File: config.mk
export PLATFORM = sky130hd
export DESIGN_NAME = instruction_fetch_unit_flat
export DESIGN_NICKNAME = d
export VERILOG_FILES = /design/src/rtl/rv32_pkg.sv /design/src/rtl/instruction_fetch_unit_if.sv /design/src/rtl/instruction_fetch_unit_skid.sv /design/src/rtl/instruction_fetch_unit.sv /design/src/flat_wrapper.sv
export SDC_FILE = /design/constraint.sdc
export NUM_CORES = 1
export LEC_CHECK = 0
export ABC_AREA = 1
export ABC_CLOCK_PERIOD_IN_PS = 2800
export BUFFER_PORTS_ARGS = -buffer_cell sky130_fd_sc_hd__buf_2
export CAP_MARGIN = 30
export CORE_MARGIN = 5
export CORE_UTILIZATION = 30
export CTS_CLUSTER_DIAMETER = 100
export DETAILED_ROUTE_END_ITERATION = 6
export PLACE_DENSITY = 0.57
export SYNTH_ARGS = -nofsm -noshare
export SYNTH_HDL_FRONTEND = slang
export SYNTH_HIERARCHICAL = 1
export SYNTH_SLANG_ARGS = --single-unit
export TNS_END_PERCENT = 20
File: constraint.sdc
create_clock -name CLK -period 2.8 [get_ports CLK]
set_input_delay 0 -clock CLK [delete_from_list [all_inputs] [get_ports CLK]]
set_output_delay 0 -clock CLK [all_outputs]
set_load 0.02 [all_outputs]
File: src/rtl/rv32_pkg.sv
// Shared RV32 fetch-side definitions: data width, the canonical NOP and fetch FSM states.
package rv32_pkg;

  localparam int XLEN = 32;
  localparam logic [XLEN-1:0] NOP_INSTR_C = 32'h0000_0013;

  typedef enum logic [1:0] {
    IDLE  = 2'd0,
    FETCH = 2'd1,
    DRAIN = 2'd2,
    FAULT = 2'd3
  } fetch_state_e;

endpackage

File: src/rtl/instruction_fetch_unit_if.sv
// Fetch-side bus: hazard/redirect inputs, instruction-memory handshake and the IF/ID outputs.
interface instruction_fetch_unit_if;
  import rv32_pkg::*;

  logic            STALL;
  logic            BRANCH_TAKEN;
  logic [XLEN-1:0] BRANCH_TARGET;
  logic [XLEN-1:0] IMEM_READDATA;
  logic            IMEM_BUSYWAIT;
  logic            IMEM_READ;
  logic [XLEN-1:0] IMEM_ADDR;
  logic [XLEN-1:0] INSTRUCTION;
  logic [XLEN-1:0] PC_OUT;
  logic [XLEN-1:0] PC_PLUS4;
  logic            INSTR_VALID;
  logic            BUSY_WAIT;
  logic            FETCH_FAULT;

  modport master (
    input  STALL, BRANCH_TAKEN, BRANCH_TARGET, IMEM_READDATA, IMEM_BUSYWAIT,
    output IMEM_READ, IMEM_ADDR, INSTRUCTION, PC_OUT, PC_PLUS4, INSTR_VALID,
           BUSY_WAIT, FETCH_FAULT
  );

  modport slave (
    output STALL, BRANCH_TAKEN, BRANCH_TARGET, IMEM_READDATA, IMEM_BUSYWAIT,
    input  IMEM_READ, IMEM_ADDR, INSTRUCTION, PC_OUT, PC_PLUS4, INSTR_VALID,
           BUSY_WAIT, FETCH_FAULT
  );

endinterface

File: src/rtl/instruction_fetch_unit_skid.sv
// One-entry {instr, pc} holding slot for a fetch that completes while decode is stalled.
module fetch_skid_buffer
  import rv32_pkg::*;
(
  input  logic            clk_i,
  input  logic            rst_ni,
  input  logic            push_i,
  input  logic            pop_i,
  input  logic            flush_i,
  input  logic [XLEN-1:0] instr_i,
  input  logic [XLEN-1:0] pc_i,
  output logic [XLEN-1:0] instr_o,
  output logic [XLEN-1:0] pc_o,
  output logic            full_o
);

  logic            full_q, full_d;
  logic [XLEN-1:0] instr_q, pc_q;
  logic            store;

  // An empty buffer popped in the same cycle it is pushed hands the entry straight through.
  assign store   = push_i && !(pop_i && !full_q) && !flush_i;
  assign instr_o = full_q ? instr_q : instr_i;
  assign pc_o    = full_q ? pc_q    : pc_i;
  assign full_o  = full_q;

  always_comb begin
    full_d = full_q;
    if (flush_i)     full_d = 1'b0;
    else if (store)  full_d = 1'b1;
    else if (pop_i)  full_d = 1'b0;
  end

  always_ff @(posedge clk_i or negedge rst_ni) begin
    if (!rst_ni) full_q <= 1'b0;
    else         full_q <= full_d;
  end

  always_ff @(posedge clk_i) begin
    if (store) begin
      instr_q <= instr_i;
      pc_q    <= pc_i;
    end
  end

endmodule

File: src/rtl/instruction_fetch_unit.sv
// IF stage: owns the PC, runs the busy-wait fetch handshake, applies redirects and drives IF/ID.
module instruction_fetch_unit
  import rv32_pkg::*;
#(
  parameter logic [XLEN-1:0] RESET_VECTOR = 32'h0000_0000,
  parameter logic [XLEN-1:0] NOP_INSTR    = NOP_INSTR_C
) (
  input  logic                      CLK,
  input  logic                      RESET_N,
  instruction_fetch_unit_if.master  bus
);

  fetch_state_e    state_q, state_d;
  logic [XLEN-1:0] pc_q, pc_d;
  logic [XLEN-1:0] drain_addr_q, drain_addr_d;
  logic            fault_q, fault_d;
  logic [XLEN-1:0] instr_q, instr_d;
  logic [XLEN-1:0] pc_out_q, pc_out_d;
  logic [XLEN-1:0] pc4_q, pc4_d;
  logic            vld_q, vld_d;

  logic            imem_read, complete, fetch_done;
  logic [XLEN-1:0] imem_addr;
  logic            skid_push, skid_pop, skid_flush, skid_full;
  logic [XLEN-1:0] skid_instr, skid_pc;

  assign imem_read  = ((state_q == FETCH) && !skid_full) || (state_q == DRAIN);
  assign imem_addr  = (state_q == DRAIN) ? drain_addr_q : pc_q;
  assign complete   = imem_read && !bus.IMEM_BUSYWAIT;
  assign fetch_done = (state_q == FETCH) && complete;

  fetch_skid_buffer u_skid (
    .clk_i   (CLK),
    .rst_ni  (RESET_N),
    .push_i  (skid_push),
    .pop_i   (skid_pop),
    .flush_i (skid_flush),
    .instr_i (bus.IMEM_READDATA),
    .pc_i    (pc_q),
    .instr_o (skid_instr),
    .pc_o    (skid_pc),
    .full_o  (skid_full)
  );

  always_comb begin
    state_d      = state_q;
    pc_d         = pc_q;
    drain_addr_d = drain_addr_q;
    fault_d      = fault_q;
    instr_d      = instr_q;
    pc_out_d     = pc_out_q;
    pc4_d        = pc4_q;
    vld_d        = vld_q;
    skid_push    = 1'b0;
    skid_pop     = 1'b0;
    skid_flush   = 1'b0;

    if (bus.BRANCH_TAKEN) begin
      skid_flush = 1'b1;
      instr_d    = NOP_INSTR;
      vld_d      = 1'b0;
      if (|bus.BRANCH_TARGET[1:0]) begin
        fault_d = 1'b1;
        state_d = FAULT;
      end else begin
        fault_d = 1'b0;
        pc_d    = bus.BRANCH_TARGET;
        // A request the memory is still working on must finish at its original address.
        if (imem_read && bus.IMEM_BUSYWAIT) begin
          state_d      = DRAIN;
          drain_addr_d = imem_addr;
        end else begin
          state_d = FETCH;
        end
      end
    end else begin
      case (state_q)
        IDLE:    state_d = FETCH;
        DRAIN:   if (complete) state_d = FETCH;
        default: state_d = state_q;
      endcase

      if (fetch_done) pc_d = pc_q + 32'd4;

      if (bus.STALL) begin
        skid_push = fetch_done;
      end else if (skid_full) begin
        skid_pop = 1'b1;
        instr_d  = skid_instr;
        pc_out_d = skid_pc;
        pc4_d    = skid_pc + 32'd4;
        vld_d    = 1'b1;
      end else if (fetch_done) begin
        instr_d  = bus.IMEM_READDATA;
        pc_out_d = pc_q;
        pc4_d    = pc_q + 32'd4;
        vld_d    = 1'b1;
      end else begin
        instr_d = NOP_INSTR;
        vld_d   = 1'b0;
      end
    end
  end

  always_ff @(posedge CLK or negedge RESET_N) begin
    if (!RESET_N) begin
      state_q      <= IDLE;
      pc_q         <= RESET_VECTOR;
      drain_addr_q <= RESET_VECTOR;
      fault_q      <= 1'b0;
      instr_q      <= NOP_INSTR;
      pc_out_q     <= '0;
      pc4_q        <= '0;
      vld_q        <= 1'b0;
    end else begin
      state_q      <= state_d;
      pc_q         <= pc_d;
      drain_addr_q <= drain_addr_d;
      fault_q      <= fault_d;
      instr_q      <= instr_d;
      pc_out_q     <= pc_out_d;
      pc4_q        <= pc4_d;
      vld_q        <= vld_d;
    end
  end

  assign bus.IMEM_READ   = imem_read;
  assign bus.IMEM_ADDR   = imem_addr;
  assign bus.INSTRUCTION = instr_q;
  assign bus.PC_OUT      = pc_out_q;
  assign bus.PC_PLUS4    = pc4_q;
  assign bus.INSTR_VALID = vld_q;
  assign bus.BUSY_WAIT   = !vld_q;
  assign bus.FETCH_FAULT = fault_q;

endmodule

File: src/flat_wrapper.sv
// flat-port wrapper written by rule: the top's interface ports become plain ports
module instruction_fetch_unit_flat import rv32_pkg::*;
#(
  parameter logic [XLEN-1:0] RESET_VECTOR = 32'h0000_0000,
  parameter logic [XLEN-1:0] NOP_INSTR    = NOP_INSTR_C
)
  (CLK, RESET_N, bus_STALL, bus_BRANCH_TAKEN, bus_BRANCH_TARGET, bus_IMEM_READDATA, bus_IMEM_BUSYWAIT, bus_IMEM_READ, bus_IMEM_ADDR, bus_INSTRUCTION, bus_PC_OUT, bus_PC_PLUS4, bus_INSTR_VALID, bus_BUSY_WAIT, bus_FETCH_FAULT);
  instruction_fetch_unit_if bus_i ();
  input  logic CLK;
  input  logic RESET_N;
  input wire logic [$bits(bus_i.STALL)-1:0] bus_STALL;
  input wire logic [$bits(bus_i.BRANCH_TAKEN)-1:0] bus_BRANCH_TAKEN;
  input wire logic [$bits(bus_i.BRANCH_TARGET)-1:0] bus_BRANCH_TARGET;
  input wire logic [$bits(bus_i.IMEM_READDATA)-1:0] bus_IMEM_READDATA;
  input wire logic [$bits(bus_i.IMEM_BUSYWAIT)-1:0] bus_IMEM_BUSYWAIT;
  output wire logic [$bits(bus_i.IMEM_READ)-1:0] bus_IMEM_READ;
  output wire logic [$bits(bus_i.IMEM_ADDR)-1:0] bus_IMEM_ADDR;
  output wire logic [$bits(bus_i.INSTRUCTION)-1:0] bus_INSTRUCTION;
  output wire logic [$bits(bus_i.PC_OUT)-1:0] bus_PC_OUT;
  output wire logic [$bits(bus_i.PC_PLUS4)-1:0] bus_PC_PLUS4;
  output wire logic [$bits(bus_i.INSTR_VALID)-1:0] bus_INSTR_VALID;
  output wire logic [$bits(bus_i.BUSY_WAIT)-1:0] bus_BUSY_WAIT;
  output wire logic [$bits(bus_i.FETCH_FAULT)-1:0] bus_FETCH_FAULT;
  assign bus_i.STALL = bus_STALL;
  assign bus_i.BRANCH_TAKEN = bus_BRANCH_TAKEN;
  assign bus_i.BRANCH_TARGET = bus_BRANCH_TARGET;
  assign bus_i.IMEM_READDATA = bus_IMEM_READDATA;
  assign bus_i.IMEM_BUSYWAIT = bus_IMEM_BUSYWAIT;
  assign bus_IMEM_READ = bus_i.IMEM_READ;
  assign bus_IMEM_ADDR = bus_i.IMEM_ADDR;
  assign bus_INSTRUCTION = bus_i.INSTRUCTION;
  assign bus_PC_OUT = bus_i.PC_OUT;
  assign bus_PC_PLUS4 = bus_i.PC_PLUS4;
  assign bus_INSTR_VALID = bus_i.INSTR_VALID;
  assign bus_BUSY_WAIT = bus_i.BUSY_WAIT;
  assign bus_FETCH_FAULT = bus_i.FETCH_FAULT;
  instruction_fetch_unit #(.RESET_VECTOR(RESET_VECTOR), .NOP_INSTR(NOP_INSTR)) u_core (.CLK(CLK), .RESET_N(RESET_N), .bus(bus_i));
endmodule
After elaboration in Yosys (flattened, before gate mapping)
Cells that the tools add are included.
{"block": "totals", "register_bits": 229, "in_bits": 69, "out_inout_bits": 132, "elab_cells": 75}
{"block": "classes", "n_addsub": 2, "eq_ne": 5, "mux": 31, "bitwise_logic": 3, "reduce_logical": 23}
{"op": "$mux W32", "count": 12}
{"op": "$add A32 B3 Y32 const B", "count": 2}
{"op": "$mux W1", "count": 14}
{"op": "$mux W2", "count": 4}
{"op": "$logic_and A1 B1 Y1", "count": 7}
{"op": "$reduce_and A3 Y1", "count": 2}
{"op": "$reduce_bool A3 Y1", "count": 2}
{"op": "$logic_not A1 Y1", "count": 5}
{"op": "$pmux W2 S2", "count": 1}
{"op": "$reduce_and A2 Y1", "count": 2}
{"op": "$reduce_bool A2 Y1", "count": 2}
{"op": "$ne A3 B2 Y1 const B", "count": 1}
{"op": "$not A1 Y1", "count": 3}
{"op": "$eq A2 B1 Y1 const B", "count": 1}
{"op": "$eq A2 B2 Y1 const B", "count": 1}
{"op": "$logic_not A2 Y1", "count": 1}
{"op": "$ne A2 B1 Y1 const B", "count": 1}
{"op": "$ne A2 B2 Y1 const B", "count": 1}
{"op": "$reduce_or A2 Y1", "count": 1}
{"op": "$logic_or A1 B1 Y1", "count": 1}

Depth between registers and ports, before layout
Gate-level depths: netlist of run 1.
{"block": "logic_depth", "depth_word": 11, "depth_mapped": 17, "ltp_nobuf": 15}

Modules after synthesis
The synthesis of run 1 kept the hierarchy.
{"mod": "instruction_fetch_unit", "n_inst": 1, "cells_each": 1297, "area_each_um2": 8988.6, "seq_area_each_um2": 4057.6}
{"mod": "fetch_skid_buffer", "n_inst": 1, "cells_each": 280, "area_each_um2": 2795.2, "seq_area_each_um2": 1946.9}

Worst setup path before layout of run 1
Ideal clock, no wire load.
{"block": "synth_timing", "path_type": "reg-to-reg", "from": "reg u_core.u_skid.full_q (netlist: u_core/u_skid/full_o)", "to": "reg u_core.u_skid.instr_q[0], enable pin", "setup_ns": 0.418, "arrival_time_ns": 2.446, "required_ns": 2.382, "path_slack_ns": -0.065, "stages_incl_launch_ff": 8, "path_buffers": 0, "synth_period_minus_slack_ns": 2.865, "path_cell_list": "dfrtp_1 > nor4_4 > nand2_1 > nor2_1 > inv_1 > nor2_1 > nand2_1 > inv_1"}
{"block": "synth_via", "elab_chain_len": 9, "word_cells_on_any_way": 14, "classes_between": "5 x mux; 9 x reduce/logical"}
{"item": "start, declared", "line_no": "instruction_fetch_unit_skid.sv:17", "rtl": "logic full_q, full_d;"}
{"item": "start signal, assigned", "line_no": "instruction_fetch_unit_skid.sv:36", "rtl": "else full_q <= full_d;"}
{"item": "$logic_not A1 Y1", "line_no": "instruction_fetch_unit.sv:27", "rtl": "assign imem_read = ((state_q == FETCH) && !skid_full) || (state_q == DRAIN);"}
{"item": "$logic_and A1 B1 Y1", "line_no": "instruction_fetch_unit.sv:27"}
{"item": "$logic_or A1 B1 Y1", "line_no": "instruction_fetch_unit.sv:27"}
{"item": "$logic_and A1 B1 Y1", "line_no": "instruction_fetch_unit.sv:29", "rtl": "assign complete = imem_read && !bus.IMEM_BUSYWAIT;"}
{"item": "$logic_and A1 B1 Y1", "line_no": "instruction_fetch_unit.sv:30", "rtl": "assign fetch_done = (state_q == FETCH) && complete;"}
{"item": "$mux W1", "line_no": "instruction_fetch_unit.sv:85", "rtl": "if (bus.STALL) begin"}
{"item": "$mux W1", "line_no": "instruction_fetch_unit.sv:58", "rtl": "if (bus.BRANCH_TAKEN) begin"}
{"item": "net u_core.skid_push", "line_no": "instruction_fetch_unit.sv:24", "rtl": "logic skid_push, skid_pop, skid_flush, skid_full;"}
{"item": "$logic_and A1 B1 Y1 (2 in series)", "line_no": "instruction_fetch_unit_skid.sv:22", "rtl": "assign store = push_i && !(pop_i && !full_q) && !flush_i;"}
{"item": "end signal, assigned", "line_no": "instruction_fetch_unit_skid.sv:41", "rtl": "instr_q <= instr_i;"}
{"item": "end, declared", "line_no": "instruction_fetch_unit_skid.sv:18", "rtl": "logic [XLEN-1:0] instr_q, pc_q;"}
The timed path passes the listed nets, and every way through them passes these cells.
A chain may end at the register's enable or synchronous reset.

Final worst setup path of run 1
{"block": "layout_timing", "from": "reg u_core.u_skid.full_q (netlist: u_core/u_skid/full_o)", "to": "reg u_core.pc4_q[15] (netlist: u_core/bus.PC_PLUS4[15])"}
{"block": "layout_via", "word_cells_on_any_way": 10, "classes_between": "1 x add/sub; 2 x mux; 7 x reduce/logical"}
{"item": "$mux W32", "line_no": "instruction_fetch_unit_skid.sv:24", "rtl": "assign pc_o = full_q ? pc_q : pc_i;"}
{"item": "net u_core.skid_pc[12]", "line_no": "instruction_fetch_unit.sv:25", "rtl": "logic [XLEN-1:0] skid_instr, skid_pc;"}
{"item": "$add A32 B3 Y32", "line_no": "instruction_fetch_unit.sv:91", "rtl": "pc4_d = skid_pc + 32'd4;"}
{"item": "$mux W32", "line_no": "instruction_fetch_unit.sv:87", "rtl": "end else if (skid_full) begin"}
{"item": "end signal, assigned", "line_no": "instruction_fetch_unit.sv:122", "rtl": "pc4_q <= pc4_d;"}
{"item": "end, declared", "line_no": "instruction_fetch_unit.sv:19", "rtl": "logic [XLEN-1:0] pc4_q, pc4_d;"}
The timed path passes the listed nets, and every way through them passes these cells.

==> flow_summary.yaml, run 1 <==
run_status:
  status: "completed"
timing:
  fin_tns_setup_ns: 0
  finalCritPeriodShare_pct: 88.82
  fmax_ghz: 0.4021
  setup_viol: 0
  hold_viol_final: 0
  fin_worst_skew_ns: 0.01685
  worstMarginPinSlew_ns: 0.8874
  rsz0062_at_grt: "no"
  drv_slew: 0
  min_period_ns: 2.487
  slew-limit-headroom_pct: 40.78
cts:
  root_buffer: "clkbuf_16"
  clk_latency_ns: 0.55
  cts_setup_buffers: 0
  cts_buffers: 27
  cts_max_level: 1
  cts.sinks: 227
  clock_path_buffers: 3
  path_clk_slew_ns: 0.06
  cts_tree: "yes"
worst_setup_path:
  cp_slowest_cell: "dfrtp_4"
  worstSetupPathType: "reg2reg"
  crit_arrival_ns: 2.91
  path_max_fanout: 15
  crit_chain: "inv_2 -> buf_4 -> nand2_1 -> nand2_1 -> nand2_1 -> nor2_1 -> nand2_1 -> nor2_1 -> xnor2_1 -> nand2_1 -> nand3_1 -> nand2_1"
  critPathBufInv: 2
  required_ns: 3.22
  crit_path_start_kind: "flip-flop"
  end_kind: "flip-flop"
  cp_slowest_stage_delay_ns: 0.50
  cpMostUsedCell: "nand2_1"
  critPathTopFamily: "simple AND/OR/NAND/NOR gates"
placement:
  placed_cells: 2245
  dp_hpwl_um: 29160
  routabilityCongestion: 0.9419
  io_buffers: 200
grt:
  grt_pass1_wl_um: 63800
  grt_max_degree: 73
  grt_pass1_vias: 10723
  grt_usage_pct: 18.33
  overflow: 0
  antenna_found_initial: 2
die:
  die_y_um: 208.2
  start_util_pct: 30.42
  core.rowCount: 72
  io_pins: 201
  die_area_sq_mm: 0.04334
  dieWidth_um: 208.2
  core_area_sq_mm: 0.03874
logic_synthesis:
  synth_nets: 1648
  synth.largest_area_cell: "dfrtp_1"
  seq_area_frac_synth_pct: 50.96
  synth_cell_types: 28
  netlist.area_leader.share_pct: 33.98
  synthCells: 1577
  syn_area_sq_mm: 0.01178
  synth_warnings: 6
  synth-seq-cells: 227
  avgSynthCellArea_sq_um: 7.472
  synth.area.top_cells: "dfrtp_1 (34%), nand2_1 (23%), edfxtp_1 (16%)"
power_and_ir_drop:
  power_density_mw_per_mm2: 780.1
  leakagePower_uw: 0.007055
  ir_worst_vdd_mv: 0.4156
routing:
  first_pass_iters: 5
  ant_nets: 0
  wl_per_cell_um: 17.23
  first_iter_violations: 981
  drt-total-wl_um: 40710
  num_vias: 11146
  viasPerCell: 4.717
  drc: 0
flow_run:
  drv_cap: 0
layout:
  num-nets-final: 1895
  fill_cells: 4037
  syn_to_final_growth_pct: 27.03
  drive_above_1_share_pct: 15.67
  fin_cells: 2363
min_path:
  min_path_type: "in2async"
[stage by stage]
stage | power, uW | util (%) | hold slack, ns | worst slack, ns | instance area, sq um
after floorplan | 6591 | - | -0.2956 | 0.2337 | 11790
after global placement | 8004 | 34.48 | 0.1088 | 0.3264 | 13360
after detailed placement | 8033 | 34.48 | 0.1125 | 0.3457 | 13360
after CTS | 11800 | 38.64 | 0.09768 | 0.3245 | 14970
after global routing | 12390 | 38.64 | 0.1134 | 0.08381 | 14970
final | 11680 | 38.64 | 0.06468 | 0.3130 | 14970
[where the power goes]
part           internal (uW)  total, uW  switching (uW)
Clock                   2240       3630            1390
Combinational           1090       3410            2320
Sequential              4070       4640             570
Total                   7400      11700            4280
[logic make-up (layout without fill, tap and decap cells)]
family	after synthesis	after routing	synth area share, %
buffers and inverters	150	417	5.394
adder cells (fa/ha/maj)	2	2	0.2123
other	0	1	0
XOR/XNOR	25	25	1.858
flip-flops	227	227	50.96
AND/OR/NAND/NOR	1025	1025	34.59
AO/OA/AOI/OAI	148	148	6.987
[final cells by class]
type,instances,area (sq um),share of cell area (%)
diodes,1,2.502,0.01672
clock buffers,43,847.1,5.659
clock inverters,6,81.33,0.5433
inverters,73,277.8,1.856
multi-input cells,1200,5164,34.50
flip-flops and latches,227,6008,40.14
well taps,518,648.1,4.330
repair buffers,295,1941,12.96
[state kept, by name, indices dropped and copies added (netlist names)]
signal	flops
u_core/state_q	2
u_core/drain_addr_q	32
u_core/bus.FETCH_FAULT	1
u_core/bus.PC_OUT	32
u_core/bus.PC_PLUS4	30
u_core/u_skid/instr_q	32
u_core/bus.INSTR_VALID	1
u_core/bus.INSTRUCTION	32
u_core/u_skid/full_o	1
u_core/pc_q	32
u_core/u_skid/pc_q	32
[synthesized netlist by cell type (all sizes together)]
cell	number
nand2	736
dfrtp	160
nor2	152
nand3	114
o21ai	93
inv	73
edfxtp	64
clkbuf	42
buf	35
a31oi	33
xor2	16
o211ai	13
nand3b	12
xnor2	9
and2	5
o22ai	5
nor3	4
a21oi	3
dfstp	3
ha	2
nor3b	1
nor4	1
o21a	1
[cell usage in the layout, fill, tap and decap left out, types with 12 or more instances in the layout]
master	n
nand2_1	735
nand3_1	114
dfrtp_1	159
buf_4	23
o21ai_0	80
buf_2	199
xor2_1	16
nand3b_1	12
inv_1	64
o211ai_1	13
clkbuf_16	28
edfxtp_1	64
o21ai_1	13
a31oi_1	33
dlygate4sd3_1	68
nor2_1	148
[worst paths after layout]
path,from,end,slack [ns],depth (start not counted)
setup / recovery,u_core/u_skid/full_o$_DFFE_PN0P_,u_core/bus.PC_PLUS4[15]$_DFFE_PN0P_,0.31,12
hold / removal,RESET_N,u_core/bus.INSTRUCTION[28]$_DFFE_PN0P_,0.06,2
setup reg to reg,u_core/u_skid/full_o$_DFFE_PN0P_,u_core/bus.PC_PLUS4[15]$_DFFE_PN0P_,0.31,12
hold reg to reg,u_core/bus.PC_PLUS4[4]$_DFFE_PN0P_,u_core/bus.PC_PLUS4[4]$_DFFE_PN0P_,0.47,2
max in group asynchronous,RESET_N,u_core/bus.INSTRUCTION[10]$_DFFE_PN0P_,1.83,3
min in group CLK,bus_IMEM_READDATA[12],u_core/u_skid/instr_q[12]$_DFFE_PP_,0.21,2
[worst register-to-register path, stage by stage, from the launching register on]
cell and delay [ns]:
dfrtp_4 0.50, inv_2 0.21, buf_4 0.22, nand2_1 0.06, nand2_1 0.18, nand2_1 0.10, nor2_1 0.16, nand2_1 0.07
nor2_1 0.42, xnor2_1 0.18, nand2_1 0.06, nand3_1 0.15, nand2_1 0.07
[metal layers]
layer	vias up	GRT usage, %	wire [um]
met2	321	26.55	17030
li1	5545	-	-
met3	55	3.238	2568
met4	2	5.142	1070
met5	-	0	14
met1	5223	28.07	20020
[what timing repair did]
| action | 4_1_cts | 5_1_grt |
|---|---|---|
| gates resized for setup | 0 | 0 |
| hold buffers | 68 | 0 |
| endpoints found under the hold margin | 169 | 0 |
Power figures use the tool's default switching activity.
==> inputs of run 2 (changes only) <==
CORE_MARGIN = 2   (was 5)
CORE_UTILIZATION = 46   (was 30)
MAX_ROUTING_LAYER = met4   (was not set)
PLACE_DENSITY = 0.77   (was 0.57)
==> flow_summary.yaml, run 2 (synthesis results as in run 1) <==
run_status:
  status: "completed"
layout:
  antenna_cells: 0
  mostFrequentLayoutCell: "nand2_1"
  syn_to_final_growth_pct: 23.78
  num-nets-final: 1894
  final_util_pct: 57.93
  mostFrequentLayoutCells: "nand2_1 (735), buf_2 (199), dfrtp_1 (159)"
  drive_above_1_share_pct: 15.26
  fin_cells: 2172
cts:
  clock_path_buffers: 3
  cts_tree: "yes"
  root_buffer: "clkbuf_16"
  cts_setup_buffers: 0
  path_clk_slew_ns: 0.06
  cts_max_level: 1
  cts_buffers: 26
  clk_latency_ns: 0.53
  cts.sinks: 227
die:
  core_area_sq_mm: 0.02518
  dieWidth_um: 164.1
  die_y_um: 164.1
  core.rowCount: 58
  io_pins: 201
  die_area_sq_mm: 0.02691
  start_util_pct: 46.80
grt:
  grt_pass1_wl_um: 58790
  grt_max_degree: 77
  grt_pass1_vias: 10883
  grt_usage_pct: 28.51
  antenna_found_initial: 0
  overflow: 0
routing:
  routed-wl-met3_um: 2969
  ant_nets: 0
  wl_per_cell_um: 16.87
  num_vias: 11489
  wl_met1_um: 16830
  top_layer: "met4"
  drt-total-wl_um: 36650
  dr_wl_met2_um: 15780
  first_pass_iters: 5
  first_iter_violations: 1268
  viasPerCell: 5.290
  drc: 0
timing:
  slew-limit-headroom_pct: 50.51
  finalCritPeriodShare_pct: 92.26
  rsz0062_at_grt: "no"
  setup_viol: 0
  setup_slack_ns: 0.2168
  worstMarginPinSlew_ns: 0.7423
  hold_viol_final: 0
  drv_slew: 0
  min_period_ns: 2.583
  fin_tns_setup_ns: 0
  fin_worst_skew_ns: 0.01359
  fmax_ghz: 0.3871
worst_setup_path:
  r2r_slack_ns: 0.22
  path_max_fanout: 26
  required_ns: 3.21
  crit_end: "u_core/bus.PC_PLUS4[31]$_DFFE_PN0P_"
  reg2reg_depth: 15
  crit_path_start_kind: "flip-flop"
  critical_path.startpoint: "u_core/u_skid/full_o$_DFFE_PN0P_"
  r2r-start: "u_core/u_skid/full_o$_DFFE_PN0P_"
  worstSetupPathType: "reg2reg"
  crit_arrival_ns: 2.99
  end_kind: "flip-flop"
  crit-reg2reg-capture: "u_core/bus.PC_PLUS4[31]$_DFFE_PN0P_"
min_path:
  min_path_type: "in2reg"
  whs_path_depth: 3
placement:
  io_buffers: 200
  placed_cells: 2057
  routabilityCongestion: 0.9369
  place_ws_ns: 0.2849
  dp_hpwl_um: 25310
flow_run:
  drv_cap: 0
power_and_ir_drop:
  power.total_uw: 11210
  ir_worst_vdd_mv: 0.5255
  power_density_mw_per_mm2: 768.6
  leakagePower_uw: 0.006981
run 2: per-layer routing:
| layer | vias up | GRT usage [%] |
|---|---|---|
| met5 | - | - |
| met4 | 0 | 8.732 |
| met3 | 79 | 4.293 |
| met2 | 523 | 40.91 |
| met1 | 5351 | 41.75 |
| li1 | 5536 | - |
run 2: how the worst min path moves through the flow:
| stage | end | startpoint | slack (ns) |
|---|---|---|---|
| finish | u_core/bus.FETCH_FAULT$_DFFE_PN0P_ | bus_BRANCH_TAKEN | 0.02 |
| CTS | u_core/bus.FETCH_FAULT$_DFFE_PN0P_ | bus_BRANCH_TAKEN | 0.003 |
| floorplan | u_core/bus.FETCH_FAULT$_DFFE_PN0P_ | RESET_N | -0.30 |
| global route | u_core/bus.FETCH_FAULT$_DFFE_PN0P_ | bus_BRANCH_TAKEN | 0.03 |
| detailed placement | u_core/bus.FETCH_FAULT$_DFFE_PN0P_ | RESET_N | 0.09 |
| global placement | u_core/bus.INSTRUCTION[27]$_DFFE_PN0P_ | RESET_N | 0.09 |
run 2: metrics by stage:
step | hold WS, ns | cell area [sq um]
2_1_floorplan | -0.2956 | 11790
3_3_place_gp | 0.08597 | 13090
4_1_cts | 0.003070 | 14590
6_report | 0.01859 | 14590
5_1_grt | 0.02872 | 14590
3_5_place_dp | 0.08782 | 13090
run 2: final cells by class:
class | instances | area, sq um
clock buffer | 45 | 792.0
clock inverter | 2 | 21.27
fill | 2286 | 10600
inverter | 73 | 277.8
multi-input combinational | 1200 | 5159
sequential | 227 | 6008
tap | 330 | 412.9
timing repair buffer | 295 | 1916
run 2: what timing repair did:
| item | 4_1_cts | 5_1_grt |
|---|---|---|
| endpoints found under the hold margin | 169 | 0 |
| gates resized for setup | 0 | 0 |
| hold buffers | 68 | 0 |
run 2: where the power goes:
| part | internal, uW | switching (uW) |
|---|---|---|
| sequential | 4070 | 596 |
| combinational | 1090 | 2240 |
| clock | 1900 | 1310 |
run 2: worst max-delay path: stages (launching register included):
cell     delay, ns
dfrtp_4       0.51
inv_2         0.12
buf_4         0.31
nand2_1       0.08
nand2_1       0.20
nand2_1       0.11
nor2_1        0.22
nand2_1       0.08
nor2_1        0.37
nand2_1       0.10
nand2_1       0.07
nand2_1       0.05
nand2_1       0.05
nand2_1       0.06
nand2_1       0.05
nand2_1       0.06
